--- src/rtl/ofdm_data_descrambler_pkg.sv ---
// Shared definitions for the OFDM scrambler/descrambler pair: S(x) = x^7 + x^4 + 1.
package ofdm_data_descrambler_pkg;
  localparam int LFSR_W           = 7;
  localparam int TAP_HI           = 6;
  localparam int TAP_LO           = 3;
  localparam int SEED_BITS        = 7;
  localparam int SERVICE_BITS_DEF = 16;

  typedef enum logic [1:0] {
    ST_IDLE    = 2'd0,
    ST_SEED    = 2'd1,
    ST_SERVICE = 2'd2,
    ST_DATA    = 2'd3
  } state_e;

  function automatic logic scram_fb(input logic [LFSR_W-1:0] s);
    return s[TAP_HI] ^ s[TAP_LO];
  endfunction
endpackage

--- src/rtl/ofdm_data_descrambler_if.sv ---
// Bit-serial stream between the RX decoder and the descrambler.
interface ofdm_data_descrambler_if;
  logic descram_din;
  logic descram_en;
  logic signal_flag_in;
  logic descram_dout;
  logic descram_vld;
  logic signal_flag_out;

  modport master (
    output descram_din, descram_en, signal_flag_in,
    input  descram_dout, descram_vld, signal_flag_out
  );

  modport slave (
    input  descram_din, descram_en, signal_flag_in,
    output descram_dout, descram_vld, signal_flag_out
  );
endinterface

--- src/rtl/ofdm_data_descrambler_scram_lfsr7.sv ---
// 7-bit scrambler register: load-shift (seed recovery) or feedback-shift (run) mode.
module scram_lfsr7
  import ofdm_data_descrambler_pkg::*;
(
  input  logic              clk,
  input  logic              rst,
  input  logic              clr_i,
  input  logic              load_i,
  input  logic              step_i,
  input  logic              din_i,
  output logic [LFSR_W-1:0] state_o,
  output logic              fb_o
);

  logic [LFSR_W-1:0] state_q, state_d;

  assign fb_o    = scram_fb(state_q);
  assign state_o = state_q;

  always_comb begin
    state_d = state_q;
    if (clr_i)       state_d = '0;
    else if (load_i) state_d = {state_q[LFSR_W-2:0], din_i};
    else if (step_i) state_d = {state_q[LFSR_W-2:0], fb_o};
  end

  always_ff @(posedge clk or posedge rst) begin
    if (rst) state_q <= '0;
    else     state_q <= state_d;
  end

endmodule

--- src/rtl/ofdm_data_descrambler.sv ---
// RX descrambler: recovers the TX scrambler state from the zero seed bits, then descrambles SERVICE+PSDU.
// state   | meaning
// IDLE    | no frame, non-SIGNAL bits dropped
// SEED    | shifting received bits straight into the LFSR
// SERVICE | descrambling reserved SERVICE bits, any 1 flags service_err
// DATA    | descrambling PSDU, frame_done on bit data_len
module ofdm_data_descrambler
  import ofdm_data_descrambler_pkg::*;
#(
  parameter int LEN_W        = 16,
  parameter int SERVICE_BITS = SERVICE_BITS_DEF
) (
  input  logic                   clk,
  input  logic                   rst,
  input  logic                   rx_clr_i,
  input  logic [LEN_W-1:0]       data_len_i,
  ofdm_data_descrambler_if.slave bit_if,
  output logic [LFSR_W-1:0]      lfsr_state_o,
  output logic                   seed_vld_o,
  output logic                   service_err_o,
  output logic                   frame_done_o
);

  localparam int SVC_W = $clog2(SERVICE_BITS + 1);
  localparam logic [SVC_W-1:0] SEED_LAST = SVC_W'(SEED_BITS - 1);
  localparam logic [SVC_W-1:0] SVC_LAST  = SVC_W'(SERVICE_BITS - 1);

  state_e           state_q, state_d;
  logic [LEN_W-1:0] len_q, len_d;
  logic [LEN_W-1:0] dat_cnt_q, dat_cnt_d;
  logic [SVC_W-1:0] svc_cnt_q, svc_cnt_d;
  logic dout_q, dout_d;
  logic vld_q, vld_d;
  logic sflag_q;
  logic seed_vld_q, seed_vld_d;
  logic serr_q, serr_d;
  logic done_q, done_d;
  logic lfsr_clr, lfsr_load, lfsr_step;
  logic lfsr_fb;
  logic plain_bit;

  scram_lfsr7 u_lfsr (
    .clk     (clk),
    .rst     (rst),
    .clr_i   (lfsr_clr),
    .load_i  (lfsr_load),
    .step_i  (lfsr_step),
    .din_i   (bit_if.descram_din),
    .state_o (lfsr_state_o),
    .fb_o    (lfsr_fb)
  );

  assign plain_bit = bit_if.descram_din ^ lfsr_fb;

  always_comb begin
    state_d    = state_q;
    len_d      = len_q;
    dat_cnt_d  = dat_cnt_q;
    svc_cnt_d  = svc_cnt_q;
    dout_d     = 1'b0;
    vld_d      = 1'b0;
    seed_vld_d = 1'b0;
    serr_d     = serr_q;
    done_d     = 1'b0;
    lfsr_clr   = 1'b0;
    lfsr_load  = 1'b0;
    lfsr_step  = 1'b0;

    if (rx_clr_i) begin
      state_d   = ST_SEED;
      len_d     = data_len_i;
      dat_cnt_d = '0;
      svc_cnt_d = '0;
      serr_d    = 1'b0;
      lfsr_clr  = 1'b1;
    end else if (bit_if.descram_en) begin
      if (bit_if.signal_flag_in) begin
        dout_d = bit_if.descram_din;
        vld_d  = 1'b1;
      end else begin
        unique case (state_q)
          ST_IDLE: ;
          ST_SEED: begin
            lfsr_load = 1'b1;
            vld_d     = 1'b1;
            svc_cnt_d = svc_cnt_q + 1'b1;
            if (svc_cnt_q == SEED_LAST) begin
              seed_vld_d = 1'b1;
              state_d    = ST_SERVICE;
            end
          end
          ST_SERVICE: begin
            lfsr_step = 1'b1;
            dout_d    = plain_bit;
            vld_d     = 1'b1;
            svc_cnt_d = svc_cnt_q + 1'b1;
            if (plain_bit) serr_d = 1'b1;
            if (svc_cnt_q == SVC_LAST) begin
              if (len_q == '0) begin
                done_d  = 1'b1;
                state_d = ST_IDLE;
              end else begin
                state_d = ST_DATA;
              end
            end
          end
          ST_DATA: begin
            lfsr_step = 1'b1;
            dout_d    = plain_bit;
            vld_d     = 1'b1;
            dat_cnt_d = dat_cnt_q + 1'b1;
            if (dat_cnt_q == len_q - 1'b1) begin
              done_d  = 1'b1;
              state_d = ST_IDLE;
            end
          end
          default: state_d = ST_IDLE;
        endcase
      end
    end
  end

  always_ff @(posedge clk or posedge rst) begin
    if (rst) begin
      state_q    <= ST_IDLE;
      len_q      <= '0;
      dat_cnt_q  <= '0;
      svc_cnt_q  <= '0;
      dout_q     <= 1'b0;
      vld_q      <= 1'b0;
      sflag_q    <= 1'b0;
      seed_vld_q <= 1'b0;
      serr_q     <= 1'b0;
      done_q     <= 1'b0;
    end else begin
      state_q    <= state_d;
      len_q      <= len_d;
      dat_cnt_q  <= dat_cnt_d;
      svc_cnt_q  <= svc_cnt_d;
      dout_q     <= dout_d;
      vld_q      <= vld_d;
      sflag_q    <= bit_if.signal_flag_in;
      seed_vld_q <= seed_vld_d;
      serr_q     <= serr_d;
      done_q     <= done_d;
    end
  end

  assign bit_if.descram_dout    = dout_q;
  assign bit_if.descram_vld     = vld_q;
  assign bit_if.signal_flag_out = sflag_q;
  assign seed_vld_o             = seed_vld_q;
  assign service_err_o          = serr_q;
  assign frame_done_o           = done_q;

endmodule

--- src/flat_wrapper.sv ---
// flat-port wrapper written by rule: the top's interface ports become plain ports
module ofdm_data_descrambler_flat import ofdm_data_descrambler_pkg::*;
#(
  parameter int LEN_W        = 16,
  parameter int SERVICE_BITS = SERVICE_BITS_DEF
)
  (clk, rst, rx_clr_i, data_len_i, lfsr_state_o, seed_vld_o, service_err_o, frame_done_o, bit_if_descram_din, bit_if_descram_en, bit_if_signal_flag_in, bit_if_descram_dout, bit_if_descram_vld, bit_if_signal_flag_out);
  ofdm_data_descrambler_if bit_if_i ();
  input  logic clk;
  input  logic rst;
  input  logic rx_clr_i;
  input  logic [LEN_W-1:0] data_len_i;
  output logic [LFSR_W-1:0] lfsr_state_o;
  output logic seed_vld_o;
  output logic service_err_o;
  output logic frame_done_o;
  input wire logic [$bits(bit_if_i.descram_din)-1:0] bit_if_descram_din;
  input wire logic [$bits(bit_if_i.descram_en)-1:0] bit_if_descram_en;
  input wire logic [$bits(bit_if_i.signal_flag_in)-1:0] bit_if_signal_flag_in;
  output wire logic [$bits(bit_if_i.descram_dout)-1:0] bit_if_descram_dout;
  output wire logic [$bits(bit_if_i.descram_vld)-1:0] bit_if_descram_vld;
  output wire logic [$bits(bit_if_i.signal_flag_out)-1:0] bit_if_signal_flag_out;
  assign bit_if_i.descram_din = bit_if_descram_din;
  assign bit_if_i.descram_en = bit_if_descram_en;
  assign bit_if_i.signal_flag_in = bit_if_signal_flag_in;
  assign bit_if_descram_dout = bit_if_i.descram_dout;
  assign bit_if_descram_vld = bit_if_i.descram_vld;
  assign bit_if_signal_flag_out = bit_if_i.signal_flag_out;
  ofdm_data_descrambler #(.LEN_W(LEN_W), .SERVICE_BITS(SERVICE_BITS)) u_core (.clk(clk), .rst(rst), .rx_clr_i(rx_clr_i), .data_len_i(data_len_i), .bit_if(bit_if_i), .lfsr_state_o(lfsr_state_o), .seed_vld_o(seed_vld_o), .service_err_o(service_err_o), .frame_done_o(frame_done_o));
endmodule
--- config.mk ---
export PLATFORM = sky130hd
export DESIGN_NAME = ofdm_data_descrambler_flat
export DESIGN_NICKNAME = d
export VERILOG_FILES = /design/src/rtl/ofdm_data_descrambler_pkg.sv /design/src/rtl/ofdm_data_descrambler_if.sv /design/src/rtl/ofdm_data_descrambler_scram_lfsr7.sv /design/src/rtl/ofdm_data_descrambler.sv /design/src/flat_wrapper.sv
export SDC_FILE = /design/constraint.sdc
export NUM_CORES = 1
export LEC_CHECK = 0
export CORE_MARGIN = 4
export CORE_UTILIZATION = 40
export CTS_CLUSTER_SIZE = 30
export DETAILED_ROUTE_END_ITERATION = 8
export PLACE_DENSITY = 0.67
export SLEW_MARGIN = 20
export SYNTH_ARGS = -nofsm -noshare
export SYNTH_HDL_FRONTEND = slang
export SYNTH_SLANG_ARGS = --single-unit
--- constraint.sdc ---
create_clock -name clk -period 2.26 [get_ports clk]
set_input_delay 0.452 -clock clk [delete_from_list [all_inputs] [get_ports clk]]
set_output_delay 0.452 -clock clk [all_outputs]
set_load 0.005 [all_outputs]
== Word level (Yosys, flattened, before mapping) ==
Index checks and enable logic that the tools add are counted.
Operators by class
  reduce and logical (&&, ||, !) cells: 15
  $add $sub $neg: 3
  multiplexer cells: 53
  eq/ne operators: 10
  bitwise gates (word level): 2
Operators by type and width (number)
  16-bit 2-to-1 mux: 4
  1-bit 2-to-1 mux: 33
  7-bit 2-to-1 mux: 3
  5-bit 2-to-1 mux: 4
  16-bit by 1-bit adder with 16-bit output, second input constant: 1
  16-bit == test: 1
  16-bit logical NOT: 1
  16-bit by 1-bit subtractor with 16-bit output, second input constant: 1
  2-bit 2-to-1 mux: 7
  2-bit nonzero test: 5
  3-bit by 2-bit != test with 1-bit output, second input constant: 3
  2-bit case mux with 3 select lines: 1
  3-bit AND reduction: 2
  6-bit AND reduction: 1
  5-bit by 1-bit adder with 5-bit output, second input constant: 1
  5-bit by 3-bit == test with 1-bit output, second input constant: 1
  5-bit by 4-bit == test with 1-bit output, second input constant: 1
  2-bit == test, second input constant: 2
  4-bit AND reduction: 1
  4-bit nonzero test: 1
  2-bit OR reduction: 2
  3-bit nonzero test: 1
  3-bit OR reduction: 1
  2-bit by 1-bit == test with 1-bit output, second input constant: 1
  other kinds (3): 4
Storage, ports and cells
  logic and storage cells: 94
  input bits: 22
  register bits: 52

== Depth between registers and ports, before layout ==
Gate-level depths: netlist of run 1.
  depth after elaboration: 9
  depth in mapped cells: 10
  depth with buffers taken out: 10

== Hierarchy ==
A second synthesis of run 1 with hierarchy kept.
Second synthesis, totals
  cell total of the unflattened synthesis: 300
  area total of the unflattened synthesis: 2986.6 µm²
By module, submodules not included
  ofdm_data_descrambler: instances 1, area each 2632.5 µm², cells an instance 266, seq. area each 1126.1 µm²
  scram_lfsr7: instances 1, area each 354.1 µm², cells an instance 34, seq. area each 175.2 µm²

== Worst setup path after synthesis of run 1 ==
Ideal clock, no wire load.
  kind: register to register
  start: reg u_core.len_q[0]
  end: reg u_core.state_q[0]
  setup slack: -240 ps
  library setup time: 79 ps
  arrival: 2421 ps
  period minus slack after synthesis: 2500 ps
  cell stages (with the launch flop): 10
  required time: 2181 ps
  path through: dfrtp_1 -> inv_1 -> ha_1 -> nor3b_4 -> xnor2_1 -> or4_1 -> nor4_2 -> o2111ai_2 -> a21oi_2 -> mux2i_1
On the way
  word-level cells in the longest chain between the ends: 7
  elaborated cells on any way between the ends: 11
  classes of those cells: add/sub (1); eq/ne (2); mux (6); reduce/logical (2)
Ends and longest elaborated chain
  start: declaration: line ofdm_data_descrambler.sv:29  | logic [LEN_W-1:0] len_q, len_d;
  start signal: assignment: line ofdm_data_descrambler.sv:137  | len_q <= len_d;
  parallel branches: the longest is 7 deep, another holds 16-bit by 1-bit subtractor with 16-bit output
  end signal: assignment: line ofdm_data_descrambler.sv:136  | state_q <= state_d;
  end: declaration: line ofdm_data_descrambler.sv:28  | state_e state_q, state_d;
Parallel ways; which one is timed is not known. The select of a mux whose other input is x is not followed.
A chain may end at the register's enable or synchronous reset.

== Worst setup path in the final report of run 1 ==
  start: reg u_core.len_q[1]
  end: reg u_core.state_q[0]
The elaborated chain is that of the path after synthesis.

==> impl_results.md, run 1 <==
- CP max FO: 4
- Die area: 0.00899 sq mm
- Fin crit period: around 2.4 ns
- GRT overflow: 0
- Routed via count: roughly 2400
- Leakage: 0.00156 uW
- Synthesized flop and latch total: 52
- Synth Warn #: 0
- Pwr/cell area: 492 mW/mm^2
- Register area share after synthesis: between 40% and 50%
- Port bufs: 34
- Post-CTS Hold Buffers: 0
- Routed len/inst: between 10 and 15 um
- Ant diodes: 0
- Clk pwr share: 28.7%
- CTS tree: done
- Failing checks: negative setup slack
- Vias in the first global route: between 2000 and 2500
- GRT Overall Usage: 15.2%
- DRC viols: 0
- Total Nets Final: roughly 400
- Via density per instance: just over 5
- Layout area overhead: 25.8%
- Vert. Die Dim: 94.8 um
- Drt first pass iters: 4
- Final Wtd Congestion: roughly 0.85
- Htree depth: 2
- Logic pwr share: between 10% and 20%
- WS Path Type: register to register
- Drt total wl: 6.26 mm
- Switching share of power: between 20% and 30%
- Placement Rows: 31
- CTS max path bufs: 2
- Final Hold Viols: 0
- Critical Path RT: about 2.5 ns
- Core footprint: about 0.0073 sq mm
- Die X: 94.8 um
- Net Sw Power: about 500 uW
- Post-synth EDFFs: 0
- Clock transition at the registers of the reported paths: approximately 0.11 ns
- Post-Syn Instances: 309
- Critical Path End Type: register
- Arrival @ worst endpoint: ~2.6 ns
- RSZ-0062 raised after global routing: true
- M1 WL: 2.96 mm
- Initial Util: around two fifths
- Initial antenna violation count: 0
- Fmax: 417 MHz
- HP Class: input pin to async pin
- Ports: 35
- Inst Count DP: between 400 and 500
- Syn Nets: between 300 and 400
- Clock sink count: 52
- Power Internal: approximately 1400 uW
- Setup-failing EPs final: 3
- Tcrit/Tclk final: 106%
- Fraction of power consumed by sequential logic: ~54%
- Routed length on met3: around 160 um
- Final setup margin: -0.136 ns
- FFs w/ async S/R, synth: between 90% and 100%
- Most frequent cells in the layout: 52 x dfrtp_1, 40 x nor2_1, 33 x clkdlybuf4s50_1, 30 x buf_4, 22 x nand2_1
- Met2 wire length: around 3.1 mm
- Drt first-iter violations: around 100
- Mapped Avg Cell Area: around 9.8 sq um
- Max Slew Vio Count: 0
- Top layer in use: met4
- Synth Flop Type: dfrtp_1
- Detail Route Antenna Nets: 0
- Maxcap violations: 0
- Post-DP HPWL: between 4 and 5 mm
- Worst skew pair latency: 0.31 ns
- Peak supply drop: about 230 uV
- Startpoint Class: register
- Final non-filler cell total: between 400 and 500
- Rel. slew slack: approximately two thirds
- Least-Margin Pin Slew: roughly 0.50 ns
- Netlist cell types: 50
- Layout cells sized above 1: roughly a fifth
- TNS Setup: -0.344 ns
- Root buffer cell: clkbuf_8
- First-pass GRT wire length: 11.0 mm
- Commonest non-fill, non-tap cell in the layout: dfrtp_1
- TritonCTS buffer count: 5
- Worst Clk Skew: 0.0139 ns
- Synthesized area: approximately 0.003 sq mm
- Status: finished with violations
- Largest net degree at the start of global routing: 53
==> synthesized netlist by cell type (6+ instances only) <==
| cell type | count | area share, % |
|---|---|---|
| nor2_1 | 40 | 5.0 |
| mux2i_1 | 10 | 3.3 |
| nand4_1 | 6 | 1.2 |
| mux2_2 | 15 | 5.6 |
| or3_1 | 6 | 1.2 |
| ha_1 | 9 | 3.7 |
| nand3_1 | 8 | 1.3 |
| a21oi_1 | 12 | 2.0 |
| xnor2_1 | 17 | 4.9 |
| clkbuf_1 | 11 | 1.4 |
| nand2_1 | 22 | 2.7 |
| o21ai_0 | 9 | 1.5 |
| xor2_1 | 17 | 4.9 |
| dfrtp_1 | 52 | 43 |
| inv_1 | 9 | 1.1 |
==> power by group through the flow <==
stage          registers, uW  logic (uW)  clock network (uW)
2_1_floorplan           1020         194                   0
3_3_place_gp            1020         315                   0
3_5_place_dp            1020         322                   0
4_1_cts                 1000         323                 563
5_1_grt                 1010         365                 599
6_report                1000         329                 536
==> layer usage <==
| layer | vias up | GRT usage, % |
|---|---|---|
| met5 | - | 0 |
| met4 | 0 | 4.81 |
| met3 | 5 | 2.63 |
| met2 | 36 | 25.8 |
| met1 | 1162 | 19.7 |
| li1 | 1184 | - |
==> cells by family after synthesis <==
kind of cell	after synthesis	share of synthesized area [%]
simple gates	123	21.8
flops	52	43.2
compound gates	41	9.05
xor+xnor	34	9.88
buf+inv	25	3.44
mux	25	8.92
fa+ha+maj	9	3.73
==> sequential cells by signal (all words and copies together), names as in the netlist <==
signal                         cells
u_core.dat_cnt_q                  16
u_core.len_q                      16
u_core.u_lfsr.state_o              7
u_core.svc_cnt_q                   5
u_core.state_q                     2
u_core.bit_if.descram_dout         1
u_core.bit_if.descram_vld          1
u_core.bit_if.signal_flag_out      1
u_core.frame_done_o                1
u_core.seed_vld_o                  1
u_core.service_err_o               1
==> layout make-up <==
class | instances | area, sq um
clock buffers | 5 | 68.8
clock inverters | 3 | 21.3
fillers | 706 | 3500
inverters | 9 | 33.8
multi-input cells | 232 | 1660
flip-flops and latches | 52 | 1300
well taps | 99 | 124
repair buffers | 65 | 581
==> stage by stage <==
stage	hold WS (ns)	instance area, sq um	power, uW	utilization, %	worst slack, ns
finish	0.482	3790	1870	52.0	-0.136
global placement	0.493	3660	1340	50.2	-0.0502
global route	0.508	3790	1970	52.0	-0.289
floorplan	0.483	3030	1210	-	0.0374
CTS	0.491	3750	1890	51.4	-0.114
detailed placement	0.506	3660	1340	50.2	-0.0906
==> critical path, cell delays in order, from the launching register on <==
cell	delay (ns)
dfrtp_1	0.40
inv_2	0.08
ha_4	0.13
nor3b_4	0.29
nand3_2	0.12
or4_4	0.44
a211oi_4	0.29
o2111ai_4	0.19
a21oi_2	0.20
mux2i_1	0.18
==> path summary, 6_finish.rpt <==
path                                 startpoint                    endpoint  depth (start not counted)  slack, ns
max                             u_core.len_q[1]           u_core.state_q[0]                          9      -0.14
min                                         rst         u_core.svc_cnt_q[1]                          3       0.48
max reg2reg                     u_core.len_q[1]           u_core.state_q[0]                          9      -0.14
min reg2reg                u_core.service_err_o        u_core.service_err_o                          2       0.52
max in group asynchronous                   rst             u_core.len_q[6]                          3       1.53
min in group clk                       rx_clr_i  u_core.bit_if.descram_dout                          3       0.51
==> repair_timing <==
action | 4_1_cts | 5_1_grt
gates resized for setup | 0 | 5
buffers inserted | 0 | 1
pin swaps | 0 | 5
setup endpoints to repair | 3 | 3
Note: power is estimated with default switching activity, not from simulation.
==> run 2, diff against run 1 <==
--- a/config.mk
+++ b/config.mk
@@ -9,6 +9,7 @@
 export CORE_UTILIZATION = 40
 export CTS_CLUSTER_SIZE = 30
 export DETAILED_ROUTE_END_ITERATION = 8
+export GPL_TIMING_DRIVEN = 1
 export PLACE_DENSITY = 0.67
 export SLEW_MARGIN = 20
 export SYNTH_ARGS = -nofsm -noshare
==> results of run 2 <==
The final DEF is identical to that of run 1; final timing and power are the same.
==> edit (flow settings as in run 2) <==
`LEN_W` is set to 16 in 2 places; all go to 8.
--- a/src/rtl/ofdm_data_descrambler.sv
+++ b/src/rtl/ofdm_data_descrambler.sv
@@ -7,7 +7,7 @@
 module ofdm_data_descrambler
   import ofdm_data_descrambler_pkg::*;
 #(
-  parameter int LEN_W        = 16,
+  parameter int LEN_W        = 8,
   parameter int SERVICE_BITS = SERVICE_BITS_DEF
 ) (
   input  logic                   clk,
--- a/src/flat_wrapper.sv
+++ b/src/flat_wrapper.sv
@@ -1,7 +1,7 @@
 // flat-port wrapper written by rule: the top's interface ports become plain ports
 module ofdm_data_descrambler_flat import ofdm_data_descrambler_pkg::*;
 #(
-  parameter int LEN_W        = 16,
+  parameter int LEN_W        = 8,
   parameter int SERVICE_BITS = SERVICE_BITS_DEF
 )
   (clk, rst, rx_clr_i, data_len_i, lfsr_state_o, seed_vld_o, service_err_o, frame_done_o, bit_if_descram_din, bit_if_descram_en, bit_if_signal_flag_in, bit_if_descram_dout, bit_if_descram_vld, bit_if_signal_flag_out);
Ports: changed (resized data_len_i); port bits go from 35 to 27. The function was not compared with the original's and may differ.
==> edit against run 2 <==
Sequential cell count fell by 16; setup slack improved by 170 ps; clock power rose by 4%; design area fell by 36%; routed wire length fell by 38%; power fell by 6.1%; critical endpoint is now u_core.state_q[1]; synthesized area fell by 37%.
==> edit: results (changes against run 2) <==
* Inverters at 10 (+1)
* Synth Instances at 196 (-37%)
* Placed Area at 0.00229 mm² (-37%)
* Synth cell count leaders: dfrtp_1 (36), nand2_1 (26), nor2_1 (22)
* First-pass GRT wire length at 6670 µm (-39%)
* WL final at 3900 µm (-38%)
* Sequential fraction of total cell area at 0.371 (+0.0277)
* Status: completed
* Critical Path Fanout Max at 6 (+2)
* Synthesized net count at 219 (-36%)
* Non-CTS buffers at 39 (-40%)
* Clkbuf count at 6 (+1)
* Share of the yosys chip area belonging to registers at 0.471 (+0.0391)
* DRT iter0 DRCs at 81 (-18%)
* Post-route setup slack at 33.7 ps (+170 ps)
* DIE WIDTH at 77.2 µm (-19%)
* Layout cells sized above 1 at 0.153 (-0.0442)
* GP Congestion at 0.780 (-8.2%)
* Pin count of the biggest net entering global routing at 37 (-30%)
* Final #Nets at 258 (-35%)
* Critical path arrival at 2390 ps (-240 ps)
* Power per cell area at 722 mW/mm² (+47%)
* Seq Cell Count at 36 (-31%)
* Hold crit path type: reg2reg
* Synth cell types at 34 (-32%)
* Signal buf overhead at 0.147 (-0.00576)
* P&R area growth vs syn at 26.9%
* Sequential group power at 743 µW (-26%)
* Count of multi-input gates at 143 (-38%)
* Rel. slew slack at 0.699 (+0.0381)
* Reg2Reg Capture Point: u_core.state_q[1]
[edit: cell count changes in the layout (fill, tap and decap cells not counted), sizes merged, moves of 7 or more]
cell,change
buf,-19
xor2,-7
clkdlybuf4s50,-7
dfrtp,-16
nor2,-18
mux2,-8
[edit: kinds of logic (layout without fill, tap and decap cells)]
kind of cell / Yosys count / after routing / share of synthesized area
flops: 36 / 36 / 0.471
compound gates: 20 / 20 / 0.0712
fa+ha+maj: 9 / 9 / 0.0588
xor+xnor: 22 / 22 / 0.101
mux: 11 / 11 / 0.0621
simple gates: 81 / 81 / 0.199
buf+inv: 17 / 57 / 0.0373
[edit: metal layers]
metal,vias up,global-route usage,part of all wire
met5,-,0,0
met4,0,0.0534,0.017
met3,5,0.0375,0.026
met2,19,0.220,0.48
met1,727,0.184,0.48
li1,734,-,-
[edit: worst max-delay path, delay by kind of cell (launching register included)]
kind,cells,cell delay [ps]
buf+inv,1,60
flops,1,370
mux,1,340
fa+ha+maj,1,170
compound gates,4,1010
simple gates,1,140
